===== src/rtl/alu_pkg.sv =====
// rtl/alu_pkg.sv - shared lane constants and FSM state type for the packed ALU
package alu_pkg;

    localparam int LANE_W = 4;
    localparam logic [LANE_W-1:0] SAT_POS = 4'h7;
    localparam logic [LANE_W-1:0] SAT_NEG = 4'h8;

    typedef enum logic [1:0] {
        IDLE = 2'd0,
        RUN  = 2'd1,
        DONE = 2'd2
    } state_t;

endpackage


===== src/rtl/sat_lane_addsub.sv =====
// rtl/sat_lane_addsub.sv - combinational signed 4-bit saturating add/subtract lane
module sat_lane_addsub
    import alu_pkg::*;
(
    input  logic [LANE_W-1:0] a,
    input  logic [LANE_W-1:0] b,
    input  logic              sub,
    output logic [LANE_W-1:0] y,
    output logic              ovf
);

    logic [LANE_W-1:0] b_eff;
    logic [LANE_W-1:0] raw;
    logic              pos_ovf;
    logic              neg_ovf;

    // Subtraction is A + ~B + 1; the carry-in handles B = -8 correctly.
    assign b_eff   = sub ? ~b : b;
    assign raw     = a + b_eff + {{(LANE_W-1){1'b0}}, sub};
    assign pos_ovf = ~a[LANE_W-1] & ~b_eff[LANE_W-1] &  raw[LANE_W-1];
    assign neg_ovf =  a[LANE_W-1] &  b_eff[LANE_W-1] & ~raw[LANE_W-1];
    assign ovf     = pos_ovf | neg_ovf;
    assign y       = pos_ovf ? SAT_POS : (neg_ovf ? SAT_NEG : raw);

endmodule


===== src/rtl/paddsb_serial.sv =====
// rtl/paddsb_serial.sv - nibble-serial packed saturating add/sub with start/done handshake
module paddsb_serial
    import alu_pkg::*;
#(
    parameter int LANES = 4
) (
    input  logic                    clk,
    input  logic                    rst_n,
    input  logic                    start,
    input  logic                    sub,
    input  logic [LANES*LANE_W-1:0] a,
    input  logic [LANES*LANE_W-1:0] b,
    output logic                    busy,
    output logic                    done,
    output logic [LANES*LANE_W-1:0] result,
    output logic [LANES-1:0]        sat
);

    localparam int IDX_W = $clog2(LANES);

    state_t                  state;
    logic [IDX_W-1:0]        idx;
    logic [LANES*LANE_W-1:0] op_a;
    logic [LANES*LANE_W-1:0] op_b;
    logic                    op_sub;
    logic [LANE_W-1:0]       lane_y;
    logic                    lane_ovf;

    // One shared lane unit, fed by the lane selected by idx.
    sat_lane_addsub u_lane (
        .a   (op_a[idx*LANE_W +: LANE_W]),
        .b   (op_b[idx*LANE_W +: LANE_W]),
        .sub (op_sub),
        .y   (lane_y),
        .ovf (lane_ovf)
    );

    always_ff @(posedge clk or negedge rst_n) begin
        if (!rst_n) begin
            state  <= IDLE;
            idx    <= '0;
            op_a   <= '0;
            op_b   <= '0;
            op_sub <= 1'b0;
            result <= '0;
            sat    <= '0;
            busy   <= 1'b0;
            done   <= 1'b0;
        end else begin
            case (state)
                IDLE, DONE: begin
                    done <= 1'b0;
                    if (start) begin
                        op_a   <= a;
                        op_b   <= b;
                        op_sub <= sub;
                        result <= '0;
                        sat    <= '0;
                        idx    <= '0;
                        busy   <= 1'b1;
                        state  <= RUN;
                    end else begin
                        state <= IDLE;
                    end
                end
                RUN: begin
                    result[idx*LANE_W +: LANE_W] <= lane_y;
                    sat[idx]                     <= lane_ovf;
                    idx                          <= idx + 1'b1;
                    if (idx == IDX_W'(LANES-1)) begin
                        busy  <= 1'b0;
                        done  <= 1'b1;
                        state <= DONE;
                    end
                end
                default: begin
                    busy  <= 1'b0;
                    done  <= 1'b0;
                    state <= IDLE;
                end
            endcase
        end
    end

endmodule

===== config.mk =====
export PLATFORM = sky130hd
export DESIGN_NAME = paddsb_serial
export DESIGN_NICKNAME = d
export VERILOG_FILES = /design/src/rtl/alu_pkg.sv /design/src/rtl/sat_lane_addsub.sv /design/src/rtl/paddsb_serial.sv
export SDC_FILE = /design/constraint.sdc
export NUM_CORES = 1
export LEC_CHECK = 0
export CORE_ASPECT_RATIO = 0.75
export CORE_MARGIN = 2
export CORE_UTILIZATION = 55
export DETAILED_ROUTE_END_ITERATION = 10
export PLACE_DENSITY = 0.85
export SYNTH_ARGS = -nofsm -noshare
export SYNTH_HDL_FRONTEND = slang
export SYNTH_HIERARCHICAL = 1
export SYNTH_SLANG_ARGS = --single-unit

===== constraint.sdc =====
create_clock -name clk -period 8.05 [get_ports clk]
set_input_delay 0.805 -clock clk [delete_from_list [all_inputs] [get_ports clk]]
set_output_delay 0.805 -clock clk [all_outputs]
set_load 0.01 [all_outputs]

# ---- After elaboration in Yosys (flattened, before gate mapping)
# Cells that the tools add are included.
dict set report word_totals {
  mem_bits_rw 0
  regBits 59
  input_bits 36
  mem_bits_ro 0
  memories 0
  latchBits 0
}
dict set report classes {
  muxes 21
  reduce_logical 7
  order_cmp 2
  add_sub_neg 4
  div_mod_pow 0
  n_shift 4
  bitwise 9
  n_eq_ne 5
  multipliers 0
}
# operator count
set op_table {}
lappend op_table {{$neg 4->34} 1}
lappend op_table {{$shift 4x34->16 const A} 1}
lappend op_table {{$shiftx 4x34->16} 1}
lappend op_table {{$pmux 16 s2} 1}
lappend op_table {{$shiftx 16x5->4} 2}
lappend op_table {{$bwmux 16} 1}
lappend op_table {{$mux 16} 1}
lappend op_table {{$mux 4} 4}
lappend op_table {{$pmux 2 s2} 2}
lappend op_table {{$pmux 4 s2} 1}
lappend op_table {{$mux 1} 6}
lappend op_table {{$reduce_and 2->1} 3}
lappend op_table {{$add 4x1->4} 1}
lappend op_table {{$add 4x4->4} 1}
lappend op_table {{$and 1x1->1} 4}
lappend op_table {{$bwmux 4} 1}
lappend op_table {{$eq 2x2->1 const B} 2}
lappend op_table {{$mux 2} 2}
lappend op_table {{$ne 2x2->1 const B} 2}
lappend op_table {{$not 4->4} 1}
lappend op_table {{$lt 2x3->1 const B} 1}
lappend op_table {{$not 1->1} 3}
lappend op_table {{$add 2x1->2 const B} 1}
lappend op_table {{$demux 1 s2} 1}
lappend op_table {{8 further kinds} 8}

# ---- Logic depth before layout (Yosys ltp)
# Gate-level depths: netlist of run 1.
dict set report logic_depth {
  depth_word 12
  depth_mapped 11
  depth_no_buf 9
}

# ---- Cells and area by module
# Netlist of run 1, hierarchy kept.
# mod area_each_um2 cells_per_inst seq_area_each_um2 instances
set modules_own_cells {}
lappend modules_own_cells {paddsb_serial 2571.2 248 1451.4 1}
lappend modules_own_cells {sat_lane_addsub 272.8 31 0.0 1}

# ---- Worst setup path before layout of run 1
# No wires, ideal clock.
dict set report synth_timing {
  path_kind {flip-flop to flip-flop}
  startpoint {register idx[0]}
  endpoint {register result[7]}
  t_arrival_ns 2.767
  period_less_slack_ns 2.851
  path_slack_ns 5.199
  path_buffers 2
  required_ns 7.966
  path_stages_with_launch 12
  cell_sequence {dfrtp_1 buf_6 buf_6 mux4_2 xor2_1 ha_1 a21oi_1 o21ai_2 xor2_2 mux2i_1 nand4b_1 o21ai_0}
}
dict set report synth_between {
  elab_chain_cells 12
  elab_cells_between_ends 20
}
# element line
set synth_lines {}
lappend synth_lines {{from (decl)} paddsb_serial.sv:22} ;# logic [IDX_W-1:0] idx;
lappend synth_lines {{from (signal assigned)} paddsb_serial.sv:69} ;# idx <= idx + 1'b1;
lappend synth_lines {{$shiftx 16x5->4} paddsb_serial.sv:32} ;# .b (op_b[idx*LANE_W +: LANE_W]),
lappend synth_lines {{$not 4->4} sat_lane_addsub.sv:18} ;# assign b_eff = sub ? ~b : b;
lappend synth_lines {{$mux 4} sat_lane_addsub.sv:18}
lappend synth_lines {{$add 4x4->4} sat_lane_addsub.sv:19} ;# assign raw = a + b_eff + {{(LANE_W-1){1'b0}}, sub};
lappend synth_lines {{$add 4x1->4} sat_lane_addsub.sv:19}
lappend synth_lines {{$not 1->1} sat_lane_addsub.sv:21} ;# assign neg_ovf = a[LANE_W-1] & b_eff[LANE_W-1] & ~raw[LANE_W-1];
lappend synth_lines {{$and 1x1->1} sat_lane_addsub.sv:21}
lappend synth_lines {{$mux 4} sat_lane_addsub.sv:23} ;# assign y = pos_ovf ? SAT_POS : (neg_ovf ? SAT_NEG : raw);
lappend synth_lines {{$mux 4 (*)} sat_lane_addsub.sv:23}
lappend synth_lines {{via lane_y[3]} paddsb_serial.sv:26} ;# logic [LANE_W-1:0] lane_y;
lappend synth_lines {{$shiftx 4x34->16 (*)} paddsb_serial.sv:67} ;# result[idx*LANE_W +: LANE_W] <= lane_y;
lappend synth_lines {{$bwmux 16 (*)} paddsb_serial.sv:67}
lappend synth_lines {{$pmux 16 s2 (*)} paddsb_serial.sv:50} ;# case (state)
lappend synth_lines {{to (signal, indexed assignment)} paddsb_serial.sv:67}
lappend synth_lines {{to (decl)} paddsb_serial.sv:15} ;# output logic [LANES*LANE_W-1:0] result,
# Mark *: on every way through the listed nets, which the timed path passes. The rest lies on a longest branch.
# A chain may end at the register's enable or synchronous reset.

# ---- Worst setup path in the final report of run 1
# Ends and elaborated chain as after synthesis.

==> out/metrics.yaml, run 1 <==
status: "completed"
hold_viol: 0
firstDrtPassIters: 4
stdcell_count: 401
fill_cells: 373
synth-seq-cells: 58
fmax_mhz: 276
num_rows: 22
hold_buffers: 0
grt_pass1_vias: 2197
initial_core_util_pct: 57.7
setup_viol: 0
min_period_ns: 3.62
min_period_over_period_pct: 45.0
maxCapViolations: 0
synth_mux_area_share_pct: 8.05
grtUsageTotal_pct: 24.0
powerDensity_mw_per_mm2: 498
num_antenna_cells: 0
fp.dieH_um: 66.3
wire_per_inst_um: 15.1
synth_compound_area_share_pct: 8.58
critPathMaxFanout: 20
cts.reportedPaths.clkPinSlew_ns: 0.06
synthSimpleGateAreaFrac_pct: 21.1
synth_area_mm2: 0.00284
ant_nets: 0
final_util_pct: 73.0
die_width_um: 87.0
hp-start: "op_b[8]"
clk_latency_ns: 0.35
port_buffers: 57
grt_setup_unrepaired: "false"
netlist_top_cells_area: "dfrtp_1, nand2_1, mux4_2"
grt_pass1_wl_um: 10300
arrival_ns: 3.87
r2r-start: "idx[0]"
drc: 0
seq_area_frac_synth_pct: 51.0
final_common_cell: "nand2_1"
synth_warnings: 6
cts_buffer_depth: 2
wl_um: 6040
die_area_mm2: 0.00577
viasPerCell: 5.53
min_path_type: "reg -> reg"
hold_ws_ns: 0.476
vias: 2217
syn_nets: 326
synth_top_family_by_area: "simple AND/OR/NAND/NOR gates"
final_cell_mix: "nand2_1, dfrtp_1, clkdlybuf4s50_1"
cp-startpoint: "idx[0]"
nNetsFinal: 384
netlist.area_leader.share_pct: 51.0
dpl_cell_area_mm2: 0.00343
antenna_found_initial: 0
htreeDepth: 3
synth_edf_count: 0
fin_tns_setup_ns: 0
grt_max_degree: 59
critPathKind: "reg -> reg"
maxSlewViolCount: 0
drive_above_1_share_pct: 10.6
grt_overflow: 0
peakVddDrop_uv: 354
synth-async-reset-ratio_pct: 100
cts_setup_buffers: 0
core_mm2: 0.00493
stdcell_area_mm2: 0.00360
cts_buffers: 9
globalplace.congestion: 0.802
dp_hpwl_um: 4190
start_kind: "register"
ios: 58
power_leakage_nw: 1.71
clock_skew_ns: 0.00977
placed_cells: 386
slew_headroom_pct: 36.1
yosysUniqueCellTypes: 35
avgSynthCellArea_um2: 10.2
yosysTopAreaCell: "dfrtp_1"
syn-instance-count: 279
synth_xor_area_share_pct: 2.11
cts_root_buffer: "clkbuf_8"
synthAdderAreaFrac_pct: 5.10
cts_tree: "done"
post_cts_resize_count: 0
clock_sinks: 58
drt-initial-drc-count: 129
endpoint_kind: "register"
syn2layout_area_growth_pct: 26.4
worst_pin_slew_ns: 0.958
synth_top_flop_cell: "dfrtp_1"
required_ns: 8.30
-- through the flow --
| stage | total power (W) | worst slack, ns |
|---|---|---|
| after CTS | 0.00179 | 4.47 |
| after floorplan | 0.00128 | 5.20 |
| after detailed placement | 0.00154 | 4.52 |
| after global placement | 0.00150 | 4.71 |
| final | 0.00179 | 4.43 |
| after global routing | 0.00193 | 4.19 |
-- cell families (layout without fill, tap and decap cells) --
group | count (synthesis) | in the layout
multiplexers | 12 | 12
AO/OA/AOI/OAI | 34 | 34
XOR/XNOR | 6 | 6
flip-flops | 58 | 58
buffers and inverters | 21 | 83
AND/OR/NAND/NOR | 137 | 137
adder cells (fa/ha/maj) | 11 | 11
-- synth_stat cells (2+ instances only) --
library cell,instances
a21oi_1,2
a21oi_2,2
a22o_1,11
and2_1,2
and2b_1,2
buf_2,10
buf_6,3
dfrtp_1,58
ha_1,10
inv_1,8
mux2i_1,2
mux4_2,8
nand2_1,106
nand2b_1,4
nand3_1,13
nand3b_1,2
nor2_1,3
o21ai_0,12
o31ai_1,2
xnor2_1,2
xor2_1,3
-- final cells by class --
class,count,area (um2),area share [%]
multi-input cells,200,1280,35.6
inverters,8,30.0,0.835
clock buffers,12,155,4.31
clock inverters,3,15.0,0.418
repair buffers,60,588,16.4
well taps,60,75.1,2.09
flip-flops and latches,58,1450,40.4
-- where the power goes --
| part | total (W) | internal, W | switching (W) |
|---|---|---|---|
| clock network | 0.000235 | 0.000125 | 0.000110 |
| registers | 0.000522 | 0.000414 | 0.000107 |
| logic | 0.00104 | 0.000465 | 0.000570 |
-- layer usage --
metal  global-route usage [%]  up-vias  wire, um
met5                        0        -         0
met4                     6.45        0        47
met2                     36.8       76      2750
met3                     9.86        6       407
met1                     31.8     1083      2830
li1                         -     1052         -
-- sequential cells by signal (all words and copies together), names as in the netlist --
name    flops
done        1
idx         2
state       1
result     16
sat         4
busy        1
op_sub      1
op_a       16
op_b       16
-- path summary, 6_finish.rpt --
check                       endpoint  slack [ns]  cells past startpoint
max in group asynchronous    op_b[6]        6.98                      2
min in group asynchronous    op_a[1]        0.60                      2
max reg2reg                result[7]        4.43                      9
min                          op_b[8]        0.48                      2
max                        result[7]        4.43                      9
min reg2reg                  op_b[8]        0.48                      2
-- critical path, stage by stage, from the launching register on --
cell	delay, ns
dfrtp_1	0.97
mux4_2	0.62
xor2_1	0.16
ha_1	0.33
a21oi_1	0.30
o21ai_2	0.12
xor2_2	0.27
mux2i_1	0.38
nand4b_1	0.15
o21ai_0	0.21
(Power assumes the default switching activity.)
==> run 2, diff against run 1 <==
--- a/config.mk
+++ b/config.mk
@@ -7,9 +7,9 @@
 export LEC_CHECK = 0
 export CORE_ASPECT_RATIO = 0.75
 export CORE_MARGIN = 2
-export CORE_UTILIZATION = 55
+export CORE_UTILIZATION = 51
 export DETAILED_ROUTE_END_ITERATION = 10
-export PLACE_DENSITY = 0.85
+export PLACE_DENSITY = 0.79
 export SYNTH_ARGS = -nofsm -noshare
 export SYNTH_HDL_FRONTEND = slang
 export SYNTH_HIERARCHICAL = 1
==> constraint.sdc (replaced) <==
create_clock -name clk -period 3.57 [get_ports clk]
set_input_delay 0.357 -clock clk [delete_from_list [all_inputs] [get_ports clk]]
set_output_delay 0.357 -clock clk [all_outputs]
set_load 0.01 [all_outputs]
==> run 2 against run 1 <==
Utilization fell by 5.2 points. Clock skew down 0.0051 ns. Final area is 0.94% higher. Wire length decreased by 1.9%. Fmax up 18%. Sequential cell count unchanged. Die area increased by 7.4%. Clock power up 120%. Global-route usage is 2.6 points lower. Sequential power is 120% higher. Count of clock-buffer cells in the layout is the same. Critical path type unchanged. Largest cell class unchanged. Largest power group unchanged. Highest routed layer unchanged.
==> out/metrics.yaml, run 2 (synthesized netlist as in run 1, its figures left out) <==
grt_max_degree: 45  # -24%
hold_ws_ns: 0.109  # -0.366 ns
placed_cells: 403  # +4.4%
required_ns: 3.82  # -4.48 ns
worst_pin_slew_ns: 0.794  # -0.163 ns
clk_latency_ns: 0.33  # -0.02 ns
cts_buffer_depth: 2  # unchanged
cp-startpoint: "idx[0]"
drc: 0  # unchanged
powerDensity_mw_per_mm2: 1110  # +120%
slew_headroom_pct: 47.0  # +11 points
r2r_slack_ns: 0.50  # -3.93 ns
hold_viol: 0  # unchanged
critical_path.top_delay_family: "multiplexers"
wl_um: 5930  # -1.9%
min_path_type: "in -> async"
critPathKind: "reg -> reg"
cts_root_buffer: "clkbuf_8"
grt_overflow: 0  # unchanged
grt_pass1_wl_um: 10000  # -2.4%
slowest_stage: "dfrtp_1"
cpPeakStageDelay_ns: 0.57  # -0.40 ns
critPathMaxFanout: 7  # -65%
ios: 58  # unchanged
initial_core_util_pct: 53.1  # -4.6 points
core_mm2: 0.00535  # +8.6%
hold_buffers: 0  # unchanged
cts_setup_buffers: 0  # unchanged
min_period_over_period_pct: 86.1  # +41 points
fp.dieH_um: 68.7  # +3.6%
syn2layout_area_growth_pct: 27.6
die_area_mm2: 0.00620  # +7.4%
min_period_ns: 3.07  # -0.549 ns
cts_buffers: 9  # unchanged
clock_sinks: 58  # unchanged
num_rows: 23  # +4.5%
status: "completed"
power_leakage_nw: 1.72  # +0.58%
start_kind: "register"
endpoint_kind: "register"
post_cts_resize_count: 0  # unchanged
cts.reportedPaths.clkPinSlew_ns: 0.06  # about the same
drive_above_1_share_pct: 11.1  # +0.52 points
ff2ff_path_depth: 10  # +1
globalplace.congestion: 0.821  # +2.4%
setup_viol: 0  # unchanged
vias: 2148  # -3.1%
die_width_um: 90.2  # +3.7%
r2r-start: "idx[0]"
wire_per_inst_um: 14.2  # -5.9%
port_buffers: 57  # unchanged
htreeDepth: 3  # unchanged
num_antenna_cells: 0  # unchanged
r2r_end: "result[7]"
viasPerCell: 5.14  # -7.1%
final_cell_mix: "nand2_1, dfrtp_1, clkdlybuf4s50_1"
grt_pass1_vias: 2172  # -1.1%
grtUsageTotal_pct: 21.4  # -2.6 points
ant_nets: 0  # unchanged
final_common_cell: "nand2_1"
nNetsFinal: 386  # +0.52%
grt_setup_unrepaired: "false"
fill_cells: 432  # +16%
stdcell_count: 418  # +4.2%
fin_tns_setup_ns: 0  # unchanged
peakVddDrop_uv: 548  # +55%
top_regs: "op_a x16, op_b x16, result x16"
clock_skew_ns: 0.00466  # -0.00511 ns
fmax_mhz: 326  # +18%
antenna_found_initial: 0  # unchanged
cts_tree: "done"
firstDrtPassIters: 4  # unchanged
maxSlewViolCount: 0  # unchanged
critPathBufInv: 1  # +1
maxCapViolations: 0  # unchanged
arrival_ns: 3.32  # -0.55 ns
drt-initial-drc-count: 106  # -18%
path_cells: "buf_4, mux4_2, xor2_1, ha_1, nand2_1, o21ai_2, xor2_2, mux2i_1, nand4b_1, o21ai_0"
dp_hpwl_um: 4430  # +5.8%
==> run 2: cell types whose count changed in the layout (fill, tap and decap cells not counted), sizes merged <==
cell / change
buf: +2
==> run 2: layout make-up <==
class / count / area, um2 / area share (%)
inverters: 8 / 30.0 / 0.827
well taps: 75 / 93.8 / 2.59
multi-input cells: 200 / 1280 / 35.3
repair buffers: 62 / 603 / 16.6
clock inverters: 3 / 15.0 / 0.414
flip-flops and latches: 58 / 1450 / 40.0
clock buffers: 12 / 155 / 4.27
==> run 2: power by group <==
group / internal, W / total, W / leakage, nW / switching, W
logic: 0.00107 / 0.00238 / 0.885 / 0.00131
registers: 0.000935 / 0.00114 / 0.744 / 0.000204
clock network: 0.000282 / 0.000516 / 0.0920 / 0.000234
total: 0.00229 / 0.00404 / 1.72 / 0.00175
==> run 2: worst reg2reg max path: stages (launching register included) <==
cell and delay [ns]:
dfrtp_1 0.57, buf_4 0.24, mux4_2 0.51, xor2_1 0.18, ha_1 0.31, nand2_1 0.10
o21ai_2 0.17, xor2_2 0.29, mux2i_1 0.36, nand4b_1 0.12, o21ai_0 0.14
==> run 2: how the worst max path moves through the flow <==
stage / endpoint / slack, ns / cells after the start
2_1_floorplan: result[7] / 0.72 / 11
3_3_place_gp: result[7] / 0.60 / 10
3_5_place_dp: result[7] / 0.50 / 10
4_1_cts: result[7] / 0.47 / 10
5_1_grt: result[7] / 0.23 / 10
6_report: result[7] / 0.50 / 10
==> run 2: stage by stage <==
stage | total power (W) | util, % | cell area, um2 | worst slack [ns]
after floorplan | 0.00288 | - | 2840 | 0.719
after global placement | 0.00343 | 64.6 | 3460 | 0.603
after detailed placement | 0.00351 | 64.6 | 3460 | 0.499
after CTS | 0.00405 | 67.8 | 3630 | 0.473
after global routing | 0.00436 | 67.8 | 3630 | 0.234
final | 0.00404 | 67.8 | 3630 | 0.498
==> run 2: routing by layer <==
| metal | up-vias | part of all wire, % | global-route usage (%) |
|---|---|---|---|
| met3 | 5 | 5.2 | 7.83 |
| li1 | 1050 | - | - |
| met5 | - | 0 | 0 |
| met4 | 0 | 0.98 | 5.19 |
| met2 | 48 | 47 | 35.8 |
| met1 | 1045 | 47 | 27.4 |
==> run 3, diff against run 2 <==
--- a/config.mk
+++ b/config.mk
@@ -7,10 +7,12 @@
 export LEC_CHECK = 0
 export CORE_ASPECT_RATIO = 0.75
 export CORE_MARGIN = 2
-export CORE_UTILIZATION = 51
+export CORE_UTILIZATION = 50
 export DETAILED_ROUTE_END_ITERATION = 10
-export PLACE_DENSITY = 0.79
+export MAX_ROUTING_LAYER = met4
+export PLACE_DENSITY = 0.78
 export SYNTH_ARGS = -nofsm -noshare
 export SYNTH_HDL_FRONTEND = slang
 export SYNTH_HIERARCHICAL = 1
 export SYNTH_SLANG_ARGS = --single-unit
+export TNS_END_PERCENT = 1
==> run 3 against run 2 <==
Final area grew 0.14%. Global-route usage increased by 0.79 points. Non-clock buffer count decreased by 1. Fmax decreased by 3.0%. First-iteration DRC count down 12%. Critical path depth decreased by 1. Via count up 0.84%. Combinational power about the same. Count of clock-buffer cells in the layout grew 2. Sequential share of layout area fell by 0.055 points. Worst setup slack lost 0.094 ns. Clock skew increased by 0.0024 ns. Highest routed layer unchanged.
==> out/metrics.yaml, run 3 (synthesized netlist as in run 1, its figures left out) <==
grt_pass1_wl_um: 10500  # +4.5%
num_antenna_cells: 0  # unchanged
die_area_mm2: 0.00631  # +1.9%
die_width_um: 91.1  # +0.95%
slew_headroom_pct: 41.6  # -5.4 points
arrival_ns: 3.42  # +0.10 ns
htreeDepth: 3  # unchanged
cts_buffers: 9  # unchanged
r2r_slack_ns: 0.40  # -0.09 ns
grt_setup_unrepaired: "false"
top_regs: "op_a x16, op_b x16, result x16"
ios: 58  # unchanged
status: "completed"
grtUsageTotal_pct: 22.2  # +0.79 points
maxSlewViolCount: 0  # unchanged
fp.dieH_um: 69.3  # +0.94%
cts.reportedPaths.clkPinSlew_ns: 0.07  # about the same
nNetsFinal: 385  # -0.26%
power_leakage_nw: 1.72  # about the same
drt-initial-drc-count: 93  # -12%
final_common_cell: "nand2_1"
initial_core_util_pct: 52.6  # -0.57 points
drive_above_1_share_pct: 10.8  # -0.29 points
num_rows: 23  # unchanged
powerDensity_mw_per_mm2: 1120  # +1.1%
worst_pin_slew_ns: 0.876  # +0.0812 ns
post_cts_resize_count: 0  # unchanged
finalPower_w: 0.00408  # +1.2%
cts_root_buffer: "clkbuf_8"
core_mm2: 0.00541  # +1.1%
viasPerCell: 5.18  # +0.84%
cts_tree: "done"
dp_hpwl_um: 4320  # -2.3%
vias: 2166  # +0.84%
start_kind: "register"
maxCapViolations: 0  # unchanged
fin_tns_setup_ns: 0  # unchanged
min_period_ns: 3.17  # +0.0937 ns
endpoint_kind: "register"
peakVddDrop_uv: 503  # -8.3%
final_util_pct: 67.2  # -0.63 points
port_buffers: 57  # unchanged
firstDrtPassIters: 4  # unchanged
grt_overflow: 0  # unchanged
wl_um: 6140  # +3.5%
min_period_over_period_pct: 88.7  # +2.6 points
syn2layout_area_growth_pct: 27.8
place_worst_setup_slack_ns: 0.435  # -0.0647 ns
clock_sinks: 58  # unchanged
final_cell_mix: "nand2_1, dfrtp_1, clkdlybuf4s50_1"
min_path_type: "in -> async"
globalplace.congestion: 0.792  # -3.5%
antenna_found_initial: 0  # unchanged
worst_slack_ns: 0.404  # -0.0937 ns
r2r_end: "result[7]"
critPathKind: "reg -> reg"
wire_per_inst_um: 14.7  # +3.5%
setup_viol: 0  # unchanged
required_ns: 3.83  # about the same
hold_buffers: 0  # unchanged
cts_buffer_depth: 2  # unchanged
ff2ff_path_depth: 9  # -1
clk_latency_ns: 0.34  # about the same
r2r-start: "idx[0]"
grt_pass1_vias: 2207  # +1.6%
hold_viol: 0  # unchanged
clock_skew_ns: 0.00701  # +0.00235 ns
drc: 0  # unchanged
grt_max_degree: 45  # unchanged
cts_setup_buffers: 0  # unchanged
hold_ws_ns: 0.131  # +0.0213 ns
fmax_mhz: 316  # -3.0%
critPathMaxFanout: 16  # +9
ant_nets: 0  # unchanged
==> run 3: cell types whose count changed in the layout (fill, tap and decap cells not counted) <==
cell,before,now
buf_4,5,4
clkbuf_8,11,12
clkbuf_1,1,2
clkinv_2,3,2
==> run 3: power by group <==
part           leakage, nW  switching (W)  internal, W  total, W
combinational        0.880        0.00133      0.00106   0.00239
sequential           0.744       0.000201     0.000935   0.00114
clock               0.0965       0.000253     0.000307  0.000559
==> run 3: critical path, stage by stage (launching register included) <==
cell and delay [ns]:
dfrtp_1 0.50, buf_4 0.32, mux4_2 0.54, ha_1 0.35, a21oi_1 0.27, o21ai_2 0.12, xor2_2 0.28, mux2i_1 0.39
nand4b_1 0.15, o21ai_0 0.15
==> run 3: metrics by stage <==
stage / instances / instance area (um2)
floorplan: 279 / 2840
global placement: 402 / 3450
detailed placement: 402 / 3450
CTS: 418 / 3630
global route: 418 / 3630
finish: 418 / 3630
==> run 3: layout make-up <==
| class | instances | area (um2) |
|---|---|---|
| clock buffer | 14 | 173 |
| multi-input combinational | 200 | 1280 |
| timing repair buffer | 61 | 596 |
| tap | 75 | 93.8 |
| fill | 451 | 1780 |
| sequential | 58 | 1450 |
| clock inverter | 2 | 10.0 |
| inverter | 8 | 30.0 |
==> run 3: per-layer routing <==
metal  vias to the layer above  track usage, %  wire (um)
met3                         7            6.96        375
met4                         0            8.59         73
met2                        69            32.2       2730
met5                         -               -          0
li1                       1053               -          -
met1                      1037            29.6       2960
==> run 3: worst max-delay path by stage <==
stage,from,end,slack [ns],cells past startpoint
floorplan,idx[0],result[7],0.72,11
global placement,idx[0],result[7],0.61,9
detailed placement,idx[0],result[7],0.43,9
CTS,idx[0],result[7],0.38,9
global route,idx[0],result[7],0.22,9
finish,idx[0],result[7],0.40,9
